## src/rtl/uart_pkg.sv

```systemverilog
// -----------------------------------------------------------------------------
// uart_pkg
// Shared definitions for the UART transmitter and receiver:
//   - baud_select encoding constants
//   - baud rate lookup and divisor function (CLK_HZ / (OVERSAMPLE * baud), rounded)
//   - transmitter FSM state type
//   - frame-length constants
// -----------------------------------------------------------------------------
package uart_pkg;

  // baud_select encoding
  localparam logic [2:0] BAUD_300    = 3'b000;
  localparam logic [2:0] BAUD_1200   = 3'b001;
  localparam logic [2:0] BAUD_4800   = 3'b010;
  localparam logic [2:0] BAUD_9600   = 3'b011;
  localparam logic [2:0] BAUD_19200  = 3'b100;
  localparam logic [2:0] BAUD_38400  = 3'b101;
  localparam logic [2:0] BAUD_57600  = 3'b110;
  localparam logic [2:0] BAUD_115200 = 3'b111;

  // Frame shape
  localparam int DATA_BITS     = 8;
  localparam int TICKS_PER_BIT = 16;

  // Divisor counter width; the slowest rate at 50 MHz needs 10417 (14 bits).
  localparam int DIV_W = 16;

  typedef enum logic [2:0] {
    IDLE   = 3'd0,
    START  = 3'd1,
    DATA   = 3'd2,
    PARITY = 3'd3,
    STOP   = 3'd4
  } tx_state_t;

  function automatic int baud_rate(input logic [2:0] sel);
    int rate;
    case (sel)
      BAUD_300:    rate = 300;
      BAUD_1200:   rate = 1200;
      BAUD_4800:   rate = 4800;
      BAUD_9600:   rate = 9600;
      BAUD_19200:  rate = 19200;
      BAUD_38400:  rate = 38400;
      BAUD_57600:  rate = 57600;
      default:     rate = 115200;
    endcase
    return rate;
  endfunction

  // Clocks per sample tick, rounded to nearest (half rounds up).
  function automatic int baud_divisor(input int clk_hz, input int oversample,
                                      input logic [2:0] sel);
    int denom;
    denom = oversample * baud_rate(sel);
    return (clk_hz + denom / 2) / denom;
  endfunction

endpackage

```

## src/rtl/baud_controller.sv

```systemverilog
// -----------------------------------------------------------------------------
// baud_controller
// Generates a one-cycle sample_tick every DIV clocks, where DIV is looked up
// from baud_select. Shared unchanged by the transmitter and receiver.
// Ports:
//   clock        system clock
//   reset        synchronous active-high reset
//   clear        restarts the divisor count (tick suppressed this cycle)
//   baud_select  rate select (see uart_pkg encoding)
//   sample_tick  one-cycle pulse when the count reaches DIV-1
// -----------------------------------------------------------------------------
module baud_controller
  import uart_pkg::*;
#(
  parameter int CLK_HZ     = 50_000_000,
  parameter int OVERSAMPLE = TICKS_PER_BIT
) (
  input  logic       clock,
  input  logic       reset,
  input  logic       clear,
  input  logic [2:0] baud_select,
  output logic       sample_tick
);

  logic [DIV_W-1:0] div_table [8];
  logic [DIV_W-1:0] div_last;
  logic [DIV_W-1:0] cnt_reg;

  // Divisor table is fully constant; one entry per baud_select code.
  for (genvar gi = 0; gi < 8; gi++) begin : g_div
    assign div_table[gi] = DIV_W'(baud_divisor(CLK_HZ, OVERSAMPLE, 3'(gi)));
  end

  assign div_last    = div_table[baud_select] - 1'b1;
  assign sample_tick = (cnt_reg == div_last) && !clear;

  always_ff @(posedge clock) begin
    if (reset || clear) begin
      cnt_reg <= '0;
    end else if (cnt_reg == div_last) begin
      cnt_reg <= '0;
    end else begin
      cnt_reg <= cnt_reg + 1'b1;
    end
  end

endmodule

```

## src/rtl/uart_transmitter.sv

```systemverilog
// -----------------------------------------------------------------------------
// uart_transmitter
// Serialises a byte as: start(0), 8 data bits LSB first, even parity, stop(1).
// Each bit lasts OVERSAMPLE sample ticks from baud_controller.
// Ports:
//   clock        system clock
//   reset        synchronous active-high reset
//   baud_select  rate select, latched when a write is accepted
//   Tx_EN        enable; low forces idle and aborts a frame in progress
//   Tx_WR        single-cycle write strobe
//   Tx_DATA      byte to send, latched when a write is accepted
//   TxD          serial output, idles high
//   Tx_BUSY      high while a frame is being sent
//   Tx_DONE      one-cycle pulse after the stop bit completes
// -----------------------------------------------------------------------------
module uart_transmitter
  import uart_pkg::*;
#(
  parameter int CLK_HZ     = 50_000_000,
  parameter int OVERSAMPLE = TICKS_PER_BIT
) (
  input  logic       clock,
  input  logic       reset,
  input  logic [2:0] baud_select,
  input  logic       Tx_EN,
  input  logic       Tx_WR,
  input  logic [7:0] Tx_DATA,
  output logic       TxD,
  output logic       Tx_BUSY,
  output logic       Tx_DONE
);

  localparam int TICK_W = $clog2(OVERSAMPLE);
  localparam int BIT_W  = $clog2(DATA_BITS);
  localparam logic [TICK_W-1:0] LAST_TICK = TICK_W'(OVERSAMPLE - 1);
  localparam logic [BIT_W-1:0]  LAST_BIT  = BIT_W'(DATA_BITS - 1);

  tx_state_t            state_reg,    state_next;
  logic [TICK_W-1:0]    tick_cnt_reg, tick_cnt_next;
  logic [BIT_W-1:0]     bit_cnt_reg,  bit_cnt_next;
  logic [DATA_BITS-1:0] shift_reg,    shift_next;
  logic                 parity_reg,   parity_next;
  logic [2:0]           baud_reg,     baud_next;
  logic                 txd_reg,      txd_next;
  logic                 busy_reg,     busy_next;
  logic                 done_reg,     done_next;

  logic accept;
  logic sample_tick;
  logic bit_end;

  // The done cycle is already IDLE, so this also covers back-to-back writes.
  assign accept  = Tx_EN && Tx_WR && (state_reg == IDLE);
  assign bit_end = sample_tick && (tick_cnt_reg == LAST_TICK);

  // Divisor restarts on acceptance so the start bit is a full period long,
  // and runs from the latched rate so mid-frame baud changes are ignored.
  baud_controller #(
    .CLK_HZ     (CLK_HZ),
    .OVERSAMPLE (OVERSAMPLE)
  ) u_baud (
    .clock       (clock),
    .reset       (reset),
    .clear       (!Tx_EN || accept),
    .baud_select (baud_reg),
    .sample_tick (sample_tick)
  );

  always_ff @(posedge clock) begin
    if (reset) begin
      state_reg    <= IDLE;
      tick_cnt_reg <= '0;
      bit_cnt_reg  <= '0;
      shift_reg    <= '0;
      parity_reg   <= 1'b0;
      baud_reg     <= '0;
      txd_reg      <= 1'b1;
      busy_reg     <= 1'b0;
      done_reg     <= 1'b0;
    end else begin
      state_reg    <= state_next;
      tick_cnt_reg <= tick_cnt_next;
      bit_cnt_reg  <= bit_cnt_next;
      shift_reg    <= shift_next;
      parity_reg   <= parity_next;
      baud_reg     <= baud_next;
      txd_reg      <= txd_next;
      busy_reg     <= busy_next;
      done_reg     <= done_next;
    end
  end

  always_comb begin
    state_next    = state_reg;
    tick_cnt_next = tick_cnt_reg;
    bit_cnt_next  = bit_cnt_reg;
    shift_next    = shift_reg;
    parity_next   = parity_reg;
    baud_next     = baud_reg;
    done_next     = 1'b0;

    if (!Tx_EN) begin
      // Abort: straight back to idle with no completion pulse.
      state_next    = IDLE;
      tick_cnt_next = '0;
      bit_cnt_next  = '0;
    end else begin
      if (state_reg != IDLE && sample_tick) begin
        tick_cnt_next = bit_end ? '0 : tick_cnt_reg + 1'b1;
      end

      case (state_reg)
        IDLE: begin
          if (accept) begin
            state_next    = START;
            shift_next    = Tx_DATA;
            parity_next   = ^Tx_DATA;
            baud_next     = baud_select;
            tick_cnt_next = '0;
            bit_cnt_next  = '0;
          end
        end
        START: begin
          if (bit_end) state_next = DATA;
        end
        DATA: begin
          if (bit_end) begin
            shift_next   = {1'b0, shift_reg[DATA_BITS-1:1]};
            bit_cnt_next = bit_cnt_reg + 1'b1;
            if (bit_cnt_reg == LAST_BIT) state_next = PARITY;
          end
        end
        PARITY: begin
          if (bit_end) state_next = STOP;
        end
        STOP: begin
          if (bit_end) begin
            state_next = IDLE;
            done_next  = 1'b1;
          end
        end
        default: state_next = IDLE;
      endcase
    end
  end

  // Line level and busy follow the next state so they change on the same
  // edge as the FSM (write accepted -> TxD low one cycle later).
  always_comb begin
    txd_next = 1'b1;
    case (state_next)
      START:   txd_next = 1'b0;
      DATA:    txd_next = shift_next[0];
      PARITY:  txd_next = parity_next;
      default: txd_next = 1'b1;
    endcase
    busy_next = (state_next != IDLE);
  end

  assign TxD     = txd_reg;
  assign Tx_BUSY = busy_reg;
  assign Tx_DONE = done_reg;

endmodule

```

## config.mk

```make
export PLATFORM = sky130hd
export DESIGN_NAME = uart_transmitter
export DESIGN_NICKNAME = d
export VERILOG_FILES = /design/src/rtl/uart_pkg.sv /design/src/rtl/baud_controller.sv /design/src/rtl/uart_transmitter.sv
export SDC_FILE = /design/constraint.sdc
export NUM_CORES = 1
export LEC_CHECK = 0
export CORE_MARGIN = 4
export CORE_UTILIZATION = 60
export CTS_BUF_LIST = sky130_fd_sc_hd__clkbuf_8
export DETAILED_ROUTE_END_ITERATION = 7
export PLACE_DENSITY = 0.86
export SLEW_MARGIN = 20
export SYNTH_ARGS = -nofsm -noshare
export SYNTH_HDL_FRONTEND = slang
export SYNTH_HIERARCHICAL = 1
export SYNTH_SLANG_ARGS = --single-unit
```

## constraint.sdc

```tcl
create_clock -name clock -period 6.14 [get_ports clock]
set_clock_uncertainty 0.15 [all_clocks]
set_input_delay 0.921 -clock clock [delete_from_list [all_inputs] [get_ports clock]]
set_output_delay 0.921 -clock clock [all_outputs]
set_load 0.02 [all_outputs]
```

After elaboration in Yosys (flattened, before gate mapping) --
Memory sizes are Yosys's and may differ from the RTL's. Cells that the tools add are included.
Word-level totals: memories 1, input bits 15, memory bits (read-only) 128, register bits after elaboration 41
Operators by class: eq/ne operators 12, reduce and logical (&&, ||, !) cells 20, multiplexer cells 26, order comparisons 1, $add $sub $neg 4, bitwise logic cells 3
Memories:
- (name not given) | words 8, width 16, rd ports 1, clocked after memory_dff 0, write ports 0, line baud_controller.sv:34 | assign div_last = div_table[baud_select] - 1'b1;
Operators by type and width (number):
- 16-bit two-way mux | 2
- 3-bit two-way mux | 9
- 16-bit by 1-bit adder with 16-bit output (second input constant) | 1
- 16-bit equality test | 1
- 4-bit two-way mux | 4
- 8-bit two-way mux | 2
- 8-bit one-hot mux with 2 select lines | 1
- 16-bit by 1-bit subtractor with 16-bit output (second input constant) | 1
- 3-bit one-hot mux with 5 select lines | 1
- 3-bit by 2-bit equality test with 1-bit output (second input constant) | 4
- 8-bit XOR reduction | 1
- 3-bit by 1-bit equality test with 1-bit output (second input constant) | 2
- 3-bit equality test (second input constant) | 2
- 3-bit one-hot mux with 2 select lines | 1
- 3-bit AND reduction | 2
- 3-bit nonzero test | 2
- 1-bit logical AND | 5
- 1-bit two-way mux | 5
- 4-bit by 1-bit adder with 4-bit output (second input constant) | 1
- 4-bit equality test (second input constant) | 1
- 4-bit greater-or-equal comparator (second input constant) | 1
- 2-bit inequality test (second input constant) | 2
- 3-bit NOT with 4-bit output | 1
- 4-bit AND reduction | 1
- other kinds (9) | 13

Longest topological paths before layout --
Gate-level depths: netlist (run 1).
word-level depth 13, gate-level depth with buffers 16

Hierarchy --
Netlist (run 1), hierarchy kept.
By module, submodules not included:
- baud_controller | times used 1, area an instance 1338.8 µm², cells an instance 158
- uart_transmitter | times used 1, area an instance 1270.0 µm², cells an instance 143

Worst setup path before layout (run 1) --
OpenSTA, ideal clock, no wires.
path type reg2reg, start point register baud_reg[0], end point register busy_reg, in the netlist Tx_BUSY, slack 2.231 ns, arrival time 3.635 ns, library setup time 0.124 ns, cell stages (with the launch flop) 17, path through dfxtp_1 inv_1 ha_1 mux2i_2 inv_1 ha_1 xor2_1 xnor2_1 nor4_2 nand4b_1 nor4_4 nor2b_1 nand4_4 and2_1 o311a_2 nor2_1 o21bai_1
Between the ends: cells in the longest elaborated chain, start to end 12, elaborated cells between the ends (all ways) 15, those cells by class add/sub (1); eq/ne (1); mux (8); bitwise (1); reduce/logical (3); memory (1)
RTL lines:
- from (decl) | line uart_transmitter.sv:43 | logic [2:0] baud_reg, baud_next;
- from (signal assigned) | line uart_transmitter.sv:86 | baud_reg <= baud_next;
- 3-bit NOT with 4-bit output (implied by the code) (*) | line baud_controller.sv:34
- memory 8 x 16 bit (*)
- 16-bit two-way mux (implied by the code) (*) (2 in series) | line baud_controller.sv:34
- 16-bit by 1-bit subtractor with 16-bit output (*) | line baud_controller.sv:34
- 16-bit equality test (*) | line baud_controller.sv:35 | assign sample_tick = (cnt_reg == div_last) && !clear;
- 1-bit logical AND (*) | line baud_controller.sv:35
- net sample_tick | line uart_transmitter.sv:49 | logic sample_tick;
- 1-bit logical AND (*) | line uart_transmitter.sv:54 | assign bit_end = sample_tick && (tick_cnt_reg == LAST_TICK);
- 3-bit two-way mux, on equally long branches
- 3-bit one-hot mux with 5 select lines (*) | line uart_transmitter.sv:112 | case (state_reg)
- 3-bit two-way mux (*) | line uart_transmitter.sv:102 | if (!Tx_EN) begin
- 3-bit nonzero test (*) | line uart_transmitter.sv:157 | busy_next = (state_next != IDLE);
- to (signal assigned) | line uart_transmitter.sv:88 | busy_reg <= busy_next;
- to (decl) | line uart_transmitter.sv:45 | logic busy_reg, busy_next;
The timed path passes the listed nets; every way through them passes the cells marked *. The select of a mux whose other input is x is not followed. A chain may end at the register's enable or synchronous reset.

Worst setup path after layout (run 1) --
Ends and elaborated chain as after synthesis.

==> results of run 1 <==
worst paths after layout:
check / start / endpoint / slack (ns) / cells past startpoint
worst max-delay path: baud_reg[0] / Tx_BUSY / 1.61 / 17
worst max register to register: baud_reg[0] / Tx_BUSY / 1.61 / 17
worst min-delay path: parity_reg / parity_reg / 0.34 / 2
worst min register to register: parity_reg / parity_reg / 0.34 / 2
per-layer routing:
layer / wire length, um / GRT usage (%)
met5: 0 / 0
met4: 68 / 6.24
met3: 234 / 5.00
met2: 2490 / 34.4
met1: 2510 / 29.0
kinds of logic after synthesis:
kind of cell,after synthesis,share of synthesized area [%]
flip-flops,41,31.5
XOR/XNOR,33,11.1
AO/OA/AOI/OAI,56,14.6
AND/OR/NAND/NOR,130,29.7
buffers and inverters,23,4.94
multiplexers,6,2.45
adder cells (fa/ha/maj),12,5.76
worst register-to-register path, cell delays in order (launching register included):
cell	delay, ns
dfxtp_1	0.58
inv_1	0.18
ha_1	0.28
mux2i_2	0.21
inv_1	0.07
ha_1	0.23
xor2_1	0.16
xnor2_1	0.15
nor4_2	0.26
nand4b_1	0.17
nor4_4	0.29
buf_4	0.28
nor2b_1	0.36
nand4_4	0.27
and2_1	0.24
o311a_2	0.34
nor2_1	0.09
o21bai_1	0.07
cell usage after synthesis (all sizes together):
cell type	n
or2b	2
and3	6
mux2i	6
a21boi	1
inv	6
or2	2
a22o	6
nand2	23
nand4b	1
nor4	4
nand3b	1
nand3	14
nor2	29
clkbuf	7
o21bai	1
xor2	11
nand4	5
buf	10
or3	2
nor3b	3
and4b	2
a22oi	10
a21oi	15
o211ai	2
nor2b	5
dfxtp	41
nor3	20
o31a	1
ha	12
a31oi	2
o311a	1
and2	2
xnor2	22
nand2b	6
o32ai	2
o21ai	10
or3b	2
o21a	3
a21o	1
o31ai	1
and4	1
stage by stage:
step	instance area (um^2)	setup slack, ns	power (mW)	hold WS (ns)	util [%]
floorplan	2610	2.23	0.331	0.294	-
global placement	2740	1.89	0.349	0.317	66.6
detailed placement	2740	1.67	0.350	0.325	66.6
CTS	2850	1.63	0.563	0.338	69.4
global route	2850	1.23	0.585	0.365	69.4
finish	2850	1.61	0.559	0.335	69.4
power by group:
group,leakage (nW),internal (mW),switching [mW],total [mW]
sequential,0.332,0.271,0.00646,0.277
combinational,0.651,0.0330,0.0346,0.0675
clock,0.0595,0.120,0.0944,0.215
total,1.04,0.424,0.135,0.559
cell type report:
type                       count  share of cell area [%]
tap                           50                    2.19
timing repair buffer          18                    6.23
inverter                       6                   0.789
sequential                    41                    28.8
clock inverter                 3                    1.49
multi-input combinational    237                    58.1
clock buffer                   5                    2.41
==> key figures, run 1 <==
Placement
  – GPL Wtd Cong: 0.923
  – Port bufs: 17
  – DP HPWL: between 3000 and 4000 um
  – Placed Instances: ~350

Routing
  – Via/cell ratio: 6.03
  – Remaining routing DRC violations: 0
  – Detailed Route WL: 5310 um
  – Antenna-violating nets left: 0
  – Length of the first detailed-routing pass in iterations: 4
  – DR WL/cell: roughly 15 um
  – Drt initial violations: 208
  – Routed vias: 2,171

Clock network
  – Post-cts repair resize count: 0
  – Clock transition at the registers of the reported paths: 0.09 ns
  – CTS root buf: clkbuf_8
  – H-tree Lvls: 2
  – # clock sinks: 41
  – Total CTS buffers: 5
  – Clk_lat worst skew: 0.30 ns
  – Hold Buf Count CTS: 0
  – Post CTS Setup Buffer Count: 0
  – Longest Clk Path Bufs: 2
  – CTS tree: done

Logic synthesis
  – Dominant cells by area after synthesis: dfxtp_1, xnor2_1, ha_1, nor2_1, xor2_1
  – Post-synth top area share: 31.5%
  – Sequential-to-total area share from yosys stat: 31.5%
  – Yosys reg bits: 41
  – Synth Instances: 301
  – Area of the mapped netlist: between 2000 and 3000 um^2
  – Syn_nets: 328
  – Synth warn: 6
  – Cell variety after synth: 55
  – Syn Area/Cell: around 8.7 um^2
  – Cell taking the most area after synthesis: dfxtp_1

Setup path
  – CP max-delay cell: dfxtp_1
  – Worst path bufs/invs: 3
  – Worst Setup Start Kind: register
  – CP arrival: 4.54 ns
  – CP endpoint kind: register
  – Top Family by Delay on Critical Path: simple AND/OR/NAND/NOR gates
  – Critical path type: reg -> reg
  – Required time of the critical path: 6.15 ns
  – Largest stage delay, worst path: 0.58 ns
  – CP Max Fanout: 15
  – CP Cell Sequence: inv_1, ha_1, mux2i_2, inv_1, ha_1, xor2_1, xnor2_1, nor4_2, nand4b_1, nor4_4, buf_4, nor2b_1, nand4_4, and2_1, o311a_2, nor2_1, o21bai_1

Final layout
  – Most frequent cells in the layout: dfxtp_1, nor2_1, nand2_1, xnor2_1, clkdlybuf4s50_1
  – Largest register FFs: 16
  – Antenna Cells: 0
  – Fillers: 335
  – Synth-to-Final Area Change: 9.40%
  – Proportion of layout cells with a drive suffix above 1: ~9%
  – Commonest non-fill, non-tap cell in the layout: dfxtp_1
  – Register Area: 821 um^2
  – Nets: between 300 and 400
  – Post-Layout Cell Count: 360
  – Area of the multi-input gates: ~1700 um^2

GRT
  – Gr usage total: 21.5%
  – Grt ovf: 0
  – Largest net degree at the start of global routing: 25
  – Initial antenna violation count: 0
  – Vias in the first global route: 2,026
  – First-pass GRT wire length: 9310 um

Timing
  – Setup TNS: 0 ns
  – Finish-stage setup viols: 0
  – Max-slew violation count: 0
  – Relative slew margins: 48.9%
  – Final critical-path required period: 4.53 ns
  – Final Hold Viols: 0
  – Worst slew pin tran: 0.765 ns
  – Max Clock Freq: 221 MHz
  – RSZ-0062 raised after global routing: no
  – Period utilisation layout: about three quarters

Job
  – MaxCap Viol Count: 0

Floorplanning
  – Core footprint: 4120 um^2
  – Row cnt: 23
  – Initial Util: 63.4%
  – Die X: 73.9 um
  – Die height: 73.9 um
  – Io pins: 18
  – Die area: 5470 um^2

Power
  – Max VDD drop: 0.144 mV
  – Power per cell area: just under 200 nW/um^2
  – Leakage: 1.04 nW

Outcome
  – Status: completed

Min path
  – Hold Path Class: reg -> reg
Note: power is estimated with default switching activity, not from simulation.
==> run 2: changes to the inputs <==
clock period = 4.4 ns   (was 6.14 ns; I/O delays follow)
==> key figures, run 2 (synthesis gave the netlist of run 1 again) <==
Routing
  – Length of the first detailed-routing pass in iterations: 4 (unchanged)
  – Remaining routing DRC violations: 0 (unchanged)
  – Via/cell ratio: 5.89 (-2.4%)
  – Routed vias: 2,125 (-2.1%)
  – Drt initial violations: 113 (-46%)
  – Antenna-violating nets left: 0 (unchanged)
  – Detailed Route WL: 5210 um (-1.9%)
  – DR WL/cell: 14.4 um (-2.2%)

Clock network
  – H-tree Lvls: 2 (unchanged)
  – CTS root buf: clkbuf_8
  – Clk_lat worst skew: 0.30 ns (about the same)
  – # clock sinks: 41 (unchanged)
  – CTS tree: done
  – Total CTS buffers: 5 (unchanged)
  – Hold Buf Count CTS: 0 (unchanged)
  – Clock transition at the registers of the reported paths: 0.08 ns (about the same)
  – Longest Clk Path Bufs: 2 (unchanged)

Floorplanning
  – Row cnt: 23 (unchanged)
  – Core footprint: 4120 um^2 (unchanged)
  – Die area: 5470 um^2 (unchanged)
  – Io pins: 18 (unchanged)
  – Die height: 73.9 um (unchanged)
  – Die X: 73.9 um (unchanged)
  – Initial Util: 63.4% (unchanged)

Timing
  – Max Clock Freq: 250 MHz (+13%)
  – Setup TNS: 0 ns (unchanged)
  – Setup slack after layout: 0.402 ns (-1.21 ns)
  – Period utilisation layout: 90.9% (+17 points)
  – Worst slew pin tran: 0.706 ns (-0.0598 ns)
  – Finish-stage setup viols: 0 (unchanged)
  – Relative slew margins: 52.8% (+3.9 points)
  – Final critical-path required period: 4.00 ns (-0.530 ns)
  – Hold Slack: 0.331 ns (-0.00470 ns)
  – Final Hold Viols: 0 (unchanged)
  – RSZ-0062 raised after global routing: no
  – Max-slew violation count: 0 (unchanged)

Final layout
  – Commonest non-fill, non-tap cell in the layout: dfxtp_1
  – Register Area: 822 um^2 (+0.15%)
  – Nets: 337 (+0.30%)
  – Largest register FFs: 16 (unchanged)
  – Fillers: 319 (-4.8%)
  – Antenna Cells: 0 (unchanged)
  – Final core utilization: 69.7% (+0.40 points)
  – Synth-to-Final Area Change: 10.0%
  – Proportion of layout cells with a drive suffix above 1: 9.97% (+0.94 points)
  – Area of the multi-input gates: 1660 um^2 (+0.15%)
  – Most frequent cells in the layout: dfxtp_1, nor2_1, nand2_1, xnor2_1, clkdlybuf4s50_1

Placement
  – Pre-CTS setup slack: 0.248 ns (-1.42 ns)
  – DP HPWL: 3740 um (-3.7%)
  – GPL Wtd Cong: 0.891 (-3.5%)
  – Port bufs: 17 (unchanged)

GRT
  – First-pass GRT wire length: 8690 um (-6.7%)
  – Vias in the first global route: 1,898 (-6.3%)
  – Grt ovf: 0 (unchanged)
  – Gr usage total: 20.4% (-1.1 points)
  – Largest net degree at the start of global routing: 20 (-20%)
  – Initial antenna violation count: 0 (unchanged)

Setup path
  – Required time of the critical path: 4.41 ns (-1.74 ns)
  – CP Max Fanout: 10 (-5)
  – CP arrival: 4.01 ns (-0.53 ns)
  – CP endpoint kind: register
  – Critical path type: reg -> reg
  – Worst Setup Start Kind: register

Min path
  – Hold Path Class: reg -> reg

Power
  – Power per cell area: 275 nW/um^2 (+40%)
  – Total Power: 0.790 mW (+41%)
  – Leakage: 1.05 nW (+0.84%)
  – Max VDD drop: 0.206 mV (+43%)

Job
  – MaxCap Viol Count: 0 (unchanged)

Outcome
  – Status: completed
## run 2: repair_timing
item	CTS	global route
endpoints found under the setup margin	0	10
resized for setup	0	2
setup buffers	0	0
## run 2: metrics by stage
step,instances,instance area (um^2)
global placement,353,2750
global route,361,2870
detailed placement,353,2750
floorplan,301,2610
finish,361,2870
CTS,361,2870
## run 2: worst max-delay path, cell delays in order (launching register included)
cell and delay (ns):
dfxtp_1 0.52, inv_1 0.18, ha_1 0.25, nand2_1 0.09, o21ai_0 0.11, ha_1 0.34
xor2_1 0.20, o211ai_1 0.14, nor4_2 0.15, nand4b_1 0.17, nor4_4 0.31, nor2b_2 0.28
nand4_4 0.22, and2_1 0.23, o311a_2 0.35, nor2_1 0.11, o21bai_1 0.07
## run 2: power breakdown
group          switching (mW)  total (mW)  internal (mW)  leakage, nW
sequential            0.00753       0.385          0.378        0.332
combinational          0.0499      0.0965         0.0466        0.656
clock                   0.126       0.309          0.183       0.0626
## run 2: cell type report
type                       instances  area share, %
inverter                           6          0.785
timing repair buffer              19           6.45
clock inverter                     2           1.18
tap                               50           2.18
clock buffer                       6           2.88
sequential                        41           28.6
multi-input combinational        237           57.9
## run 2: metal layers
layer | up-vias | global-route usage [%] | share of wire (%)
met5 | - | 0 | 0
met4 | 0 | 7.04 | 0.94
met3 | 4 | 4.86 | 4.0
met2 | 33 | 32.8 | 48
met1 | 1006 | 26.8 | 47
li1 | 1082 | - | -
## run 2: final timing paths
check	start	to	slack, ns	cells after the start
worst max register to register	baud_reg[1]	Tx_BUSY	0.40	16
worst min-delay path	parity_reg	parity_reg	0.33	2
worst min register to register	parity_reg	parity_reg	0.33	2
worst max-delay path	baud_reg[1]	Tx_BUSY	0.40	16
